[config.mk]
export PLATFORM = sky130hd
export DESIGN_NAME = serial_frame_tx
export DESIGN_NICKNAME = d
export VERILOG_FILES = /design/src/rtl/serial_frame_tx.sv
export SDC_FILE = /design/constraint.sdc
export NUM_CORES = 1
export LEC_CHECK = 0
export ABC_AREA = 1
export CORE_ASPECT_RATIO = 0.75
export CORE_UTILIZATION = 54
export CTS_CLUSTER_SIZE = 12
export DETAILED_ROUTE_END_ITERATION = 10
export PLACE_DENSITY_LB_ADDON = 0.3
export SLEW_MARGIN = 20
export SYNTH_ARGS = -nofsm -noshare
export SYNTH_HDL_FRONTEND = slang
export SYNTH_SLANG_ARGS = --single-unit
[constraint.sdc]
create_clock -name clk -period 1.9 [get_ports clk]
set_clock_uncertainty 0.1 [all_clocks]
set_input_delay 0.19 -clock clk [delete_from_list [all_inputs] [get_ports clk]]
set_output_delay 0.19 -clock clk [all_outputs]
set_load 0.03 [all_outputs]
[src/rtl/serial_frame_tx.sv]
// Parallel-in, serial-out frame transmitter: start bit, LSB-first data,
// optional even parity, stop bit; every bit held for DIV clock cycles.
module serial_frame_tx #(
    parameter int WIDTH     = 8,
    parameter int DIV       = 4,
    parameter int PARITY_EN = 1
) (
    input  logic             clk,
    input  logic             rst,
    input  logic [WIDTH-1:0] din,
    input  logic             load,
    output logic             ready,
    output logic             sout,
    output logic             busy,
    output logic             done
);

    localparam int TW = (DIV > 1) ? $clog2(DIV) : 1;
    localparam int BW = $clog2(WIDTH + 1);
    localparam logic [TW-1:0] TLAST = TW'(DIV - 1);
    localparam logic [BW-1:0] BLAST = BW'(WIDTH - 1);

    typedef enum logic [2:0] {IDLE, START, DATA, PARITY, STOP} state_t;

    state_t           state, state_n;
    logic [TW-1:0]    timer, timer_n;
    logic [BW-1:0]    bitcnt, bitcnt_n;
    logic [WIDTH-1:0] shreg, shreg_n;
    logic             par, par_n;
    logic             sout_n, ready_n, busy_n, done_n;

    // Outputs are computed from the next-state values and then registered,
    // so they change on the same edge as the state they decode.
    always_comb begin
        state_n  = state;
        timer_n  = timer;
        bitcnt_n = bitcnt;
        shreg_n  = shreg;
        par_n    = par;
        if (state == IDLE) begin
            timer_n  = '0;
            bitcnt_n = '0;
            if (load) begin
                state_n = START;
                shreg_n = din;
                par_n   = ^din;
            end
        end else if (timer != TLAST) begin
            timer_n = timer + TW'(1);
        end else begin
            timer_n = '0;
            case (state)
                START: begin
                    state_n  = DATA;
                    bitcnt_n = '0;
                end
                DATA: begin
                    shreg_n  = shreg >> 1;
                    bitcnt_n = bitcnt + BW'(1);
                    if (bitcnt == BLAST)
                        state_n = (PARITY_EN != 0) ? PARITY : STOP;
                end
                PARITY:  state_n = STOP;
                STOP:    state_n = IDLE;
                default: state_n = IDLE;
            endcase
        end

        sout_n = 1'b1;
        case (state_n)
            START:   sout_n = 1'b0;
            DATA:    sout_n = shreg_n[0];
            PARITY:  sout_n = par_n;
            default: sout_n = 1'b1;
        endcase
        ready_n = (state_n == IDLE);
        busy_n  = (state_n != IDLE);
        done_n  = (state_n == STOP) && (timer_n == TLAST);
    end

    always_ff @(posedge clk) begin
        if (rst) begin
            state  <= IDLE;
            timer  <= '0;
            bitcnt <= '0;
            shreg  <= '0;
            par    <= 1'b0;
            sout   <= 1'b1;
            ready  <= 1'b1;
            busy   <= 1'b0;
            done   <= 1'b0;
        end else begin
            state  <= state_n;
            timer  <= timer_n;
            bitcnt <= bitcnt_n;
            shreg  <= shreg_n;
            par    <= par_n;
            sout   <= sout_n;
            ready  <= ready_n;
            busy   <= busy_n;
            done   <= done_n;
        end
    end

endmodule

* Word-level counts from Yosys, hierarchy flattened
Cells that the tools add are included.
Operators by class: shift-type cells 0, equality and inequality tests 12, reductions and logical operators 10, divide/modulo/power cells 0, bitwise gates (word level) 1, add/sub/neg operators 2, multiplexer cells 15, $lt $le $gt $ge 0, multipliers 0
Operator list (count):
- $mux W8 | 4
- $eq A3 B2 Y1 const B | 4
- $mux W3 | 4
- $pmux W3 S3 | 1
- $pmux W4 S2 | 1
- $reduce_xor A8 Y1 | 1
- $eq A3 B1 Y1 const B | 2
- $logic_not A3 Y1 | 2
- $ne A2 B2 Y1 const B | 3
- $add A4 B1 Y4 const B | 1
- $eq A4 B3 Y1 const B | 1
- $mux W2 | 2
- $reduce_bool A2 Y1 | 2
- $eq A3 B3 Y1 const B | 1
- $pmux W1 S3 | 1
- $reduce_and A3 Y1 | 1
- $reduce_bool A3 Y1 | 1
- $add A2 B1 Y2 const B | 1
- $eq A2 B2 Y1 const B | 1
- $mux W1 | 2
- $reduce_and A2 Y1 | 1
- $reduce_or A2 Y1 | 1
- $logic_and A1 B1 Y1 | 1
- $not A1 Y1 | 1
Storage, ports and cells: flip-flop bits (word level) 22, memory bits (read-only) 0, bits of input ports 11, memory bits (writable) 0, bits in latches 0, memories 0, output and inout bits 4

* Depth between registers and ports, before layout
Gate-level depths: netlist (run 1).
word-level depth 7, mapped depth 10, gate-level depth less buffers 10

* Least setup slack after synthesis (run 1)
OpenSTA, ideal clock, no wires.
kind reg2reg, start point register timer[0], end point register sout, buffers on the path 0, data required time 1687 ps, arrival 1181 ps, clock period less this slack 1394 ps, setup time 113 ps, setup slack 506 ps, stages on the path, launching flop included 11, cell sequence dfxtp_1 > ha_1 > inv_2 > nor2_4 > nand2_2 > nor2_2 > nor2_4 > nand2_4 > nand2_1 > nor2_1 > nand2_1
Between the ends: word-level cells in the longest chain between the ends 5, elaborated cells on any way between the ends 9, those cells by class eq/ne (4); mux (5)
RTL lines:
- from (decl) | RTL line 26 | logic [TW-1:0] timer, timer_n;
- from (signal assigned) | RTL line 94 | timer <= timer_n;
- $ne A2 B2 Y1 (*) | RTL line 48 | end else if (timer != TLAST) begin
- $mux W3 | RTL line 48
- $mux W3 | RTL line 40 | if (state == IDLE) begin
- $eq A3 B2 Y1 or $eq A3 B1 Y1 (tied branches) | RTL line 70 | case (state_n)
- $pmux W1 S3 (*) | RTL line 70
- to (signal assigned) | RTL line 98 | sout <= sout_n;
- to (decl) | RTL line 13 | output logic sout,
Every way passes the cells marked *; elsewhere a longest branch is shown, timed or not. The select of a mux whose other input is x is not followed. A chain may end at the register's enable or synchronous reset.

* Worst setup path after layout (run 1)
start point register sout, end point output sout
No word-level cell between the ends.

==> flow_summary.yaml, run 1 <==
setup_path:
  r2r_end: "sout"
  cp_cell_sequence: "clkdlybuf4s50_1"
  path_class: "flop to output port"
  crit_buf_inv: 1
  crit_fanout: 1
  slowest_delay_ns: 0.66
  crit_family: "buffers and inverters"
  cp-end-kind: "output port"
  r2r-start: "timer[0]"
  reg2reg_depth: 10
  cp.required_ns: 1.61
  rrSetupSlack_ns: 0.37
  crit_path_start_kind: "flop"
  cpMaxStageDelayCell: "clkdlybuf4s50_1"
  worstPathArrival_ns: 1.31
cells_and_area:
  register_area_um2: 440
  fillCellCount: 177
  multi_input_area_um2: 693
  final_common_cell: "nand2_1"
  antenna_cells: 0
  stdcell_count: 227
  area_growth_pct: 17.1
  fin_nets: 217
  layout_common_cells: "nand2_1 (65), nor2_1 (22), dfxtp_1 (22)"
  drive_gt1_share_pct: 16.3
hold_path:
  min_path_type: "flop to flop"
  min_path_cells: 2
  hold_start: "bitcnt[3]"
  worstHoldEndpoint: "bitcnt[3]"
placement:
  io_buffer_count: 14
  placedCellCount: 223
  dp_hpwl_mm: 2.01
  place_congestion: 0.844
routing:
  ant_nets: 0
  firstDrtPassIters: 4
  drc: 0
  dr_total_vias: 1137
  drtIter0Drc: 54
  wl_per_cell_um: 10.8
  wirelength_mm: 2.46
  viasPerCell: 5.01
synthesis:
  synthMuxAreaShare_pct: 0
  yosys_warnings: 0
  synth_compound_area_share_pct: 11.2
  synth_area_mm2: 0.00123
  ys_types: 22
  synthSimpleGateAreaFrac_pct: 43.1
  synth_fp_nets: 198
  synthAdderAreaFrac_pct: 2.03
  synth_top_family_by_area: "simple AND/OR/NAND/NOR gates"
  synthXorXnorAreaFrac_pct: 0
  yosysSeqAreaShare_pct: 35.8
  synthCells: 185
  ys_seq_elements: 22
  avgSynthCellArea_um2: 6.66
pwr:
  power_density_mw_per_mm2: 651
  p_leak_uw: 0.000673
  ir_drop_mv: 0.359
sta:
  setup_tns_ns: 0
  tightest_slew_ns: 0.304
  clock.fmax_ghz: 0.626
  slew_violations: 0
  relSlewSlack_pct: 79.7
  min_period_over_period_pct: 84.1
  setup_viol: 0
  hold_viol_final: 0
  rsz0062_at_grt: "no"
  period_minus_slack_ns: 1.60
clock_network:
  clk_pin_slew_ns: 0.12
  cts_buffers: 3
  clock_sinks: 22
  post_cts_buffers: 0
  cts_buffer_depth: 2
  cts_root_buf: "clkbuf_4"
  cts-resized-gates: 0
  clk_latency_ns: 0.31
  cts_hold_buffers: 0
  cts-htree-levels: 1
  tritoncts: "yes"
global_route:
  grt_max_degree: 13
  antenna_found_initial: 0
  grt_pass1_wl_mm: 4.22
  track_usage_pct: 22.4
  gr-total-overflow: 0
  grt_pass1_vias: 994
floorplan:
  core_area_mm2: 0.00208
  die_h_um: 43.4
  fp.dieArea_mm2: 0.00248
  ios: 15
  num_rows: 14
  die_x_um: 57.1
  start_util_pct: 59.1
flow_run:
  cap_violations: 0
run_status:
  status: "finished clean"
-- power breakdown --
part           switching [µW]  internal (µW)  leakage (µW)
clock network             142            117     0.0000210
registers                13.0            485      0.000180
logic                     107           74.2      0.000472
total                     262            676      0.000673
-- sequential cells by signal, summed over array words and instances (netlist names) --
register	cells
sout	1
ready	1
shreg	8
par	1
busy	1
timer	2
bitcnt	4
state	3
done	1
-- Yosys cell counts --
master | number | area, µm²
o21ai_1 | 1 | 5.00
nand2_1 | 65 | 244
nand2_2 | 5 | 31.3
clkbuf_1 | 1 | 3.75
nor2_2 | 3 | 18.8
o21ai_4 | 2 | 32.5
nand3_2 | 1 | 10.0
dfxtp_1 | 22 | 440
inv_2 | 8 | 30.0
nor2_1 | 22 | 82.6
nand2_4 | 2 | 22.5
o21ai_0 | 8 | 40.0
nand3_1 | 6 | 30.0
a21oi_1 | 12 | 60.1
ha_1 | 2 | 25.0
nor3_2 | 1 | 10.0
or2_2 | 1 | 6.26
nor2_4 | 3 | 33.8
or2_1 | 1 | 6.26
clkinv_1 | 1 | 3.75
nand3_4 | 2 | 35.0
inv_1 | 16 | 60.1
-- worst max path at each step --
stage,startpoint,end,slack [ns],cells past startpoint
after global placement,load,busy,0.41,7
after floorplan,timer[0],sout,0.51,10
after CTS,sout,sout,0.29,1
after global routing,timer[0],shreg[2],0.22,8
final,sout,sout,0.30,1
after detailed placement,din[0],sout,0.35,11
-- metrics by stage --
stage	setup WS, ns	total power (µW)	utilization, %	cell area, µm²	hold WS (ns)
floorplan	0.506	626	-	1230	0.159
CTS	0.290	946	69.1	1440	0.368
finish	0.303	938	69.1	1440	0.369
global placement	0.409	680	67.4	1410	0.349
detailed placement	0.348	688	67.4	1410	0.350
global route	0.222	997	69.1	1440	0.391
-- layer usage --
layer | global-route usage, % | share of wire, % | vias to the layer above
met3 | 6.27 | 4.6 | 2
met1 | 28.6 | 49 | 502
met4 | 6.83 | 1.0 | 0
li1 | - | - | 605
met5 | 0 | 0 | -
met2 | 37.4 | 45 | 28
-- cells by family (layout without fill, tap and decap cells) --
kind of cell | count (synthesis) | in the layout
simple gates | 112 | 112
buf+inv | 26 | 44
compound gates | 23 | 23
flops | 22 | 22
fa+ha+maj | 2 | 2
-- cell type report --
type | count | area share (%)
Sequential cell | 22 | 30.6
Timing Repair Buffer | 15 | 10.2
Multi-Input combinational cell | 137 | 48.1
Clock buffer | 4 | 2.52
Inverter | 25 | 6.51
Tap cell | 24 | 2.08
No activity file was read; power rests on OpenSTA's default activity.
==> run 2, diff against run 1 <==
--- a/config.mk
+++ b/config.mk
@@ -7,7 +7,7 @@
 export LEC_CHECK = 0
 export ABC_AREA = 1
 export CORE_ASPECT_RATIO = 0.75
-export CORE_UTILIZATION = 54
+export CORE_UTILIZATION = 49
 export CTS_CLUSTER_SIZE = 12
 export DETAILED_ROUTE_END_ITERATION = 10
 export PLACE_DENSITY_LB_ADDON = 0.3
==> constraint.sdc (replaced) <==
create_clock -name clk -period 1.35 [get_ports clk]
set_clock_uncertainty 0.1 [all_clocks]
set_input_delay 0.135 -clock clk [delete_from_list [all_inputs] [get_ports clk]]
set_output_delay 0.135 -clock clk [all_outputs]
set_load 0.03 [all_outputs]
==> run 2 against run 1 <==
Compared with the run above: the run now ends with setup timing left; sequential share of layout area shrank 4.4 points; hold slack lost 0.022 ns; final cell count grew 13%; final area grew 18%; non-clock buffer count grew 19; sequential cell count is the same; clock-buffer cell count is the same; largest power group unchanged; highest routed layer unchanged.
==> flow_summary.yaml, run 2 (same netlist as run 1, synthesis figures left out) <==
cells_and_area:
  antenna_cells: 0
  largest_register_ff_count: 8
  fin_nets: 237
  drive_gt1_share_pct: 33.2
  stdcell_count: 257
  top_regs: "shreg x8, bitcnt x4, state x3"
  top_register: "shreg"
  layout_common_cells: "nand2_1 (58), nor2_1 (21), dfxtp_1 (19)"
  area_growth_pct: 38.7
  final_area_mm2: 0.00171
  final_common_cell: "nand2_1"
setup_path:
  crit_top_cell: "nor2_4"
  startpoint: "timer[0]"
  crit_path_start_kind: "flop"
  cp.required_ns: 1.47
  crit_buf_inv: 1
  worstPathArrival_ns: 1.59
  path_class: "flop to flop"
  r2r-start: "timer[0]"
  crit_fanout: 4
  cp_cell_sequence: "ha_4 > inv_4 > nor2_4 > nand2_4 > nor2_4 > nor2_4 > nand2_4 > nand2_2 > nor2_2 > nand2_1"
  crit_family: "simple AND/OR/NAND/NOR gates"
  cpMaxStageDelayCell: "dfxtp_4"
  slowest_delay_ns: 0.38
  cp-end-kind: "flop"
floorplan:
  die_x_um: 59.9
  fp.dieArea_mm2: 0.00272
  num_rows: 15
  ios: 15
  die_h_um: 45.4
  core_area_mm2: 0.00235
  start_util_pct: 52.5
placement:
  postPlaceCellArea_mm2: 0.00156
  placedCellCount: 249
  io_buffer_count: 14
  place_congestion: 0.853
  dp_hpwl_mm: 2.30
sta:
  min_period_over_period_pct: 109
  relSlewSlack_pct: 80.1
  setup_viol: 14
  period_minus_slack_ns: 1.47
  worst_slack_ns: -0.122
  slew_violations: 0
  rsz0062_at_grt: "yes"
  tightest_slew_ns: 0.299
  hold_ws_ns: 0.346
  hold_viol_final: 0
  clock.fmax_ghz: 0.679
global_route:
  track_usage_pct: 24.1
  grt_pass1_wl_mm: 4.80
  grt_max_degree: 13
  antenna_found_initial: 0
  gr-total-overflow: 0
  grt_pass1_vias: 1168
routing:
  drtIter0Drc: 53
  dr_total_vias: 1236
  drc: 0
  ant_nets: 0
  viasPerCell: 4.81
  wirelength_mm: 2.86
  wl_per_cell_um: 11.1
  firstDrtPassIters: 4
clock_network:
  cts_buffers: 3
  tritoncts: "yes"
  clk_pin_slew_ns: 0.12
  clk_latency_ns: 0.31
  cts_root_buf: "clkbuf_4"
  clock_sinks: 22
  cts-htree-levels: 1
  cts_buffer_depth: 2
pwr:
  power_density_mw_per_mm2: 806
  p_leak_uw: 0.000807
  ir_drop_mv: 0.605
flow_run:
  cap_violations: 0
run_status:
  violations: "setup timing"
  status: "complete, but fails checks"
hold_path:
  min_path_type: "primary input to flop"
  hold_start: "rst"
==> run 2: final cells by class <==
class,instances,area [µm²]
fillers,196,638
inverters,25,98.8
repair buffers,34,305
repair inverters,1,7.51
clock buffers,4,36.3
well taps,34,42.5
multi-input cells,137,771
flip-flops and latches,22,447
==> run 2: final timing paths <==
check               to  slack [ns]  depth (start not counted)
max               sout       -0.12                         10
min                par        0.35                          2
max reg2reg       sout       -0.12                         10
min reg2reg  bitcnt[3]        0.37                          2
==> run 2: what timing repair did <==
| action | 4_1_cts | 5_1_grt |
|---|---|---|
| resized for setup | 25 | 13 |
| pin swaps | 9 | 12 |
| hold endpoints to repair | 0 | 0 |
| buffers inserted | 2 | 1 |
| cloned | 1 | 0 |
| endpoints found under the setup margin | 21 | 18 |
| hold buffers | 0 | 0 |
==> run 2: per-layer routing <==
| metal | GRT usage [%] | vias to the layer above | part of all wire, % |
|---|---|---|---|
| met5 | 0 | - | 0 |
| met4 | 6.05 | 0 | 0.84 |
| met3 | 5.11 | 4 | 3.6 |
| met2 | 43.1 | 18 | 50 |
| met1 | 29.7 | 561 | 46 |
| li1 | - | 653 | - |
==> run 2: stage by stage <==
stage / util [%] / total power (µW) / setup slack, ns / setup TNS [ns]
after global placement: 66.3 / 985 / -0.107 / -0.944
after global routing: 72.8 / 1450 / -0.220 / -2.11
after CTS: 70.9 / 1370 / -0.135 / -0.565
after floorplan: - / 881 / -0.0253 / -0.177
after detailed placement: 66.3 / 998 / -0.166 / -2.11
final: 72.8 / 1380 / -0.122 / -0.848
==> run 2: where the power goes <==
part	switching (µW)	total, µW	internal (µW)
logic	172	307	135
clock network	201	366	165
registers	21.8	704	682
total	395	1380	982
==> run 3, diff against run 2 <==
--- a/config.mk
+++ b/config.mk
@@ -8,9 +8,10 @@
 export ABC_AREA = 1
 export CORE_ASPECT_RATIO = 0.75
 export CORE_UTILIZATION = 49
-export CTS_CLUSTER_SIZE = 12
+export CTS_CLUSTER_SIZE = 10
 export DETAILED_ROUTE_END_ITERATION = 10
 export PLACE_DENSITY_LB_ADDON = 0.3
+export SETUP_SLACK_MARGIN = 0.4
 export SLEW_MARGIN = 20
 export SYNTH_ARGS = -nofsm -noshare
 export SYNTH_HDL_FRONTEND = slang
==> run 3 against run 2 <==
Compared with the run above: the run still ends with setup timing left; largest power group unchanged; via count is 5.4% higher; first-iteration DRC count increased by 9.4%; critical path type unchanged; sequential cell count did not move.
==> flow_summary.yaml, run 3 (same netlist as run 1, synthesis figures left out) <==
hold_path:
  min_path_cells: 3
  min_path_type: "primary input to flop"
clock_network:
  cts_root_buf: "clkbuf_4"
  tritoncts: "yes"
  cts_buffer_depth: 2
  cts_hold_buffers: 0
  clk_latency_ns: 0.32
  cts_buffers: 3
  cts-htree-levels: 1
  clock_sinks: 22
  clk_pin_slew_ns: 0.13
run_status:
  status: "complete, but fails checks"
  violations: "setup timing"
sta:
  hold_ws_ns: 0.0550
  clock.fmax_ghz: 0.652
  relSlewSlack_pct: 83.3
  tightest_slew_ns: 0.249
  rsz0062_at_grt: "yes"
  period_minus_slack_ns: 1.53
  hold_viol_final: 0
  slew_violations: 0
  worst_slack_ns: -0.184
  min_period_over_period_pct: 114
  setup_tns_ns: -1.39
  setup_viol: 14
floorplan:
  ios: 15
  core_area_mm2: 0.00235
  num_rows: 15
  start_util_pct: 52.5
  fp.dieArea_mm2: 0.00272
  die_x_um: 59.9
  die_h_um: 45.4
setup_path:
  crit_path_start_kind: "flop"
  slowest_delay_ns: 0.37
  crit_top_cell: "inv_4"
  cpMaxStageDelayCell: "dfxtp_2"
  path_depth: 10
  crit_family: "simple AND/OR/NAND/NOR gates"
  worstPathArrival_ns: 1.70
  cp.required_ns: 1.51
  cp_cell_sequence: "ha_4 > inv_4 > nor2_4 > nand2_4 > buf_4 > inv_4 > nand2_1 > o21ai_0 > a21oi_1 > nor2_1"
  crit_fanout: 5
  reg2reg_depth: 10
  rrSetupSlack_ns: -0.18
  path_class: "flop to flop"
  crit_buf_inv: 3
  cp-end-kind: "flop"
pwr:
  power_uw: 1360
  power_density_mw_per_mm2: 729
  p_leak_uw: 0.000932
  ir_drop_mv: 0.554
cells_and_area:
  final_common_cell: "nand2_1"
  largest_register_ff_count: 8
  layout_common_cells: "nand2_1 (56), buf_4 (21), nor2_1 (18)"
  drive_gt1_share_pct: 42.7
  fin_nets: 242
  top_register: "shreg"
  antenna_cells: 0
  final_area_mm2: 0.00187
  area_growth_pct: 51.9
  fillCellCount: 148
  top_regs: "shreg x8, bitcnt x4, state x3"
routing:
  wl_per_cell_um: 13.7
  firstDrtPassIters: 4
  drc: 0
  wirelength_mm: 3.57
  dr_total_vias: 1303
  viasPerCell: 4.99
  drtIter0Drc: 58
  ant_nets: 0
global_route:
  grt_pass1_vias: 1263
  grt_max_degree: 12
  grt_pass1_wl_mm: 5.20
  antenna_found_initial: 0
  track_usage_pct: 26.2
  gr-total-overflow: 0
placement:
  dp_hpwl_mm: 2.11
  place_congestion: 0.757
  io_buffer_count: 14
  place_ws_ns: -0.163
  postPlaceCellArea_mm2: 0.00155
flow_run:
  cap_violations: 0
[run 3: cell count changes in the layout (fill, tap and decap cells not counted), sizes merged, moves of 4 or more]
cell	previous run	this run
clkdlybuf4s50	10	2
dlygate4sd2	4	0
dlymetal6s2s	0	8
buf	20	29
[run 3: layout make-up]
cell class                 instances  area, µm²  share of cell area (%)
tap                               34       42.5                    2.27
timing repair buffer              39        377                    20.1
timing repair inverter             1       6.26                   0.334
multi-input combinational        137        845                    45.2
clock buffer                       3       22.5                    1.20
sequential                        22        455                    24.3
inverter                          25        123                    6.56
[run 3: final timing paths]
kind | start | end
max | timer[1] | shreg[4]
min | din[7] | shreg[7]
max reg2reg | timer[1] | shreg[4]
min reg2reg | shreg[7] | shreg[7]
[run 3: timing repair]
action                     in CTS  in global routing
cloned                          1                  0
pin swaps                      11                 14
setup endpoints to repair      26                 26
buffers inserted                6                  7
gates resized for setup        65                 24
[run 3: worst min-delay path, cell delays in order]
cell            delay, ns
dlymetal6s2s_1       0.15
nand2_1              0.08
a21oi_1              0.06
[run 3: routing by layer]
layer / vias up / wire [µm] / share of wire, % / track usage, %
met4: 0 / 113 / 3.2 / 8.84
met1: 604 / 1520 / 43 / 30.4
met5: - / 0 / 0 / 0
met3: 14 / 129 / 3.6 / 6.25
li1: 658 / - / - / -
met2: 27 / 1810 / 51 / 47.6
[run 3: where the power goes]
group / internal, µW / switching [µW] / total [µW]
logic: 154 / 195 / 349
registers: 682 / 25.5 / 707
clock network: 105 / 203 / 308
total: 941 / 424 / 1360
[run 3: metrics by stage]
step	instances	util [%]
after floorplan	185	-
after global placement	244	66.1
after detailed placement	244	66.1
after CTS	254	74.5
after global routing	261	79.7
final	261	79.7
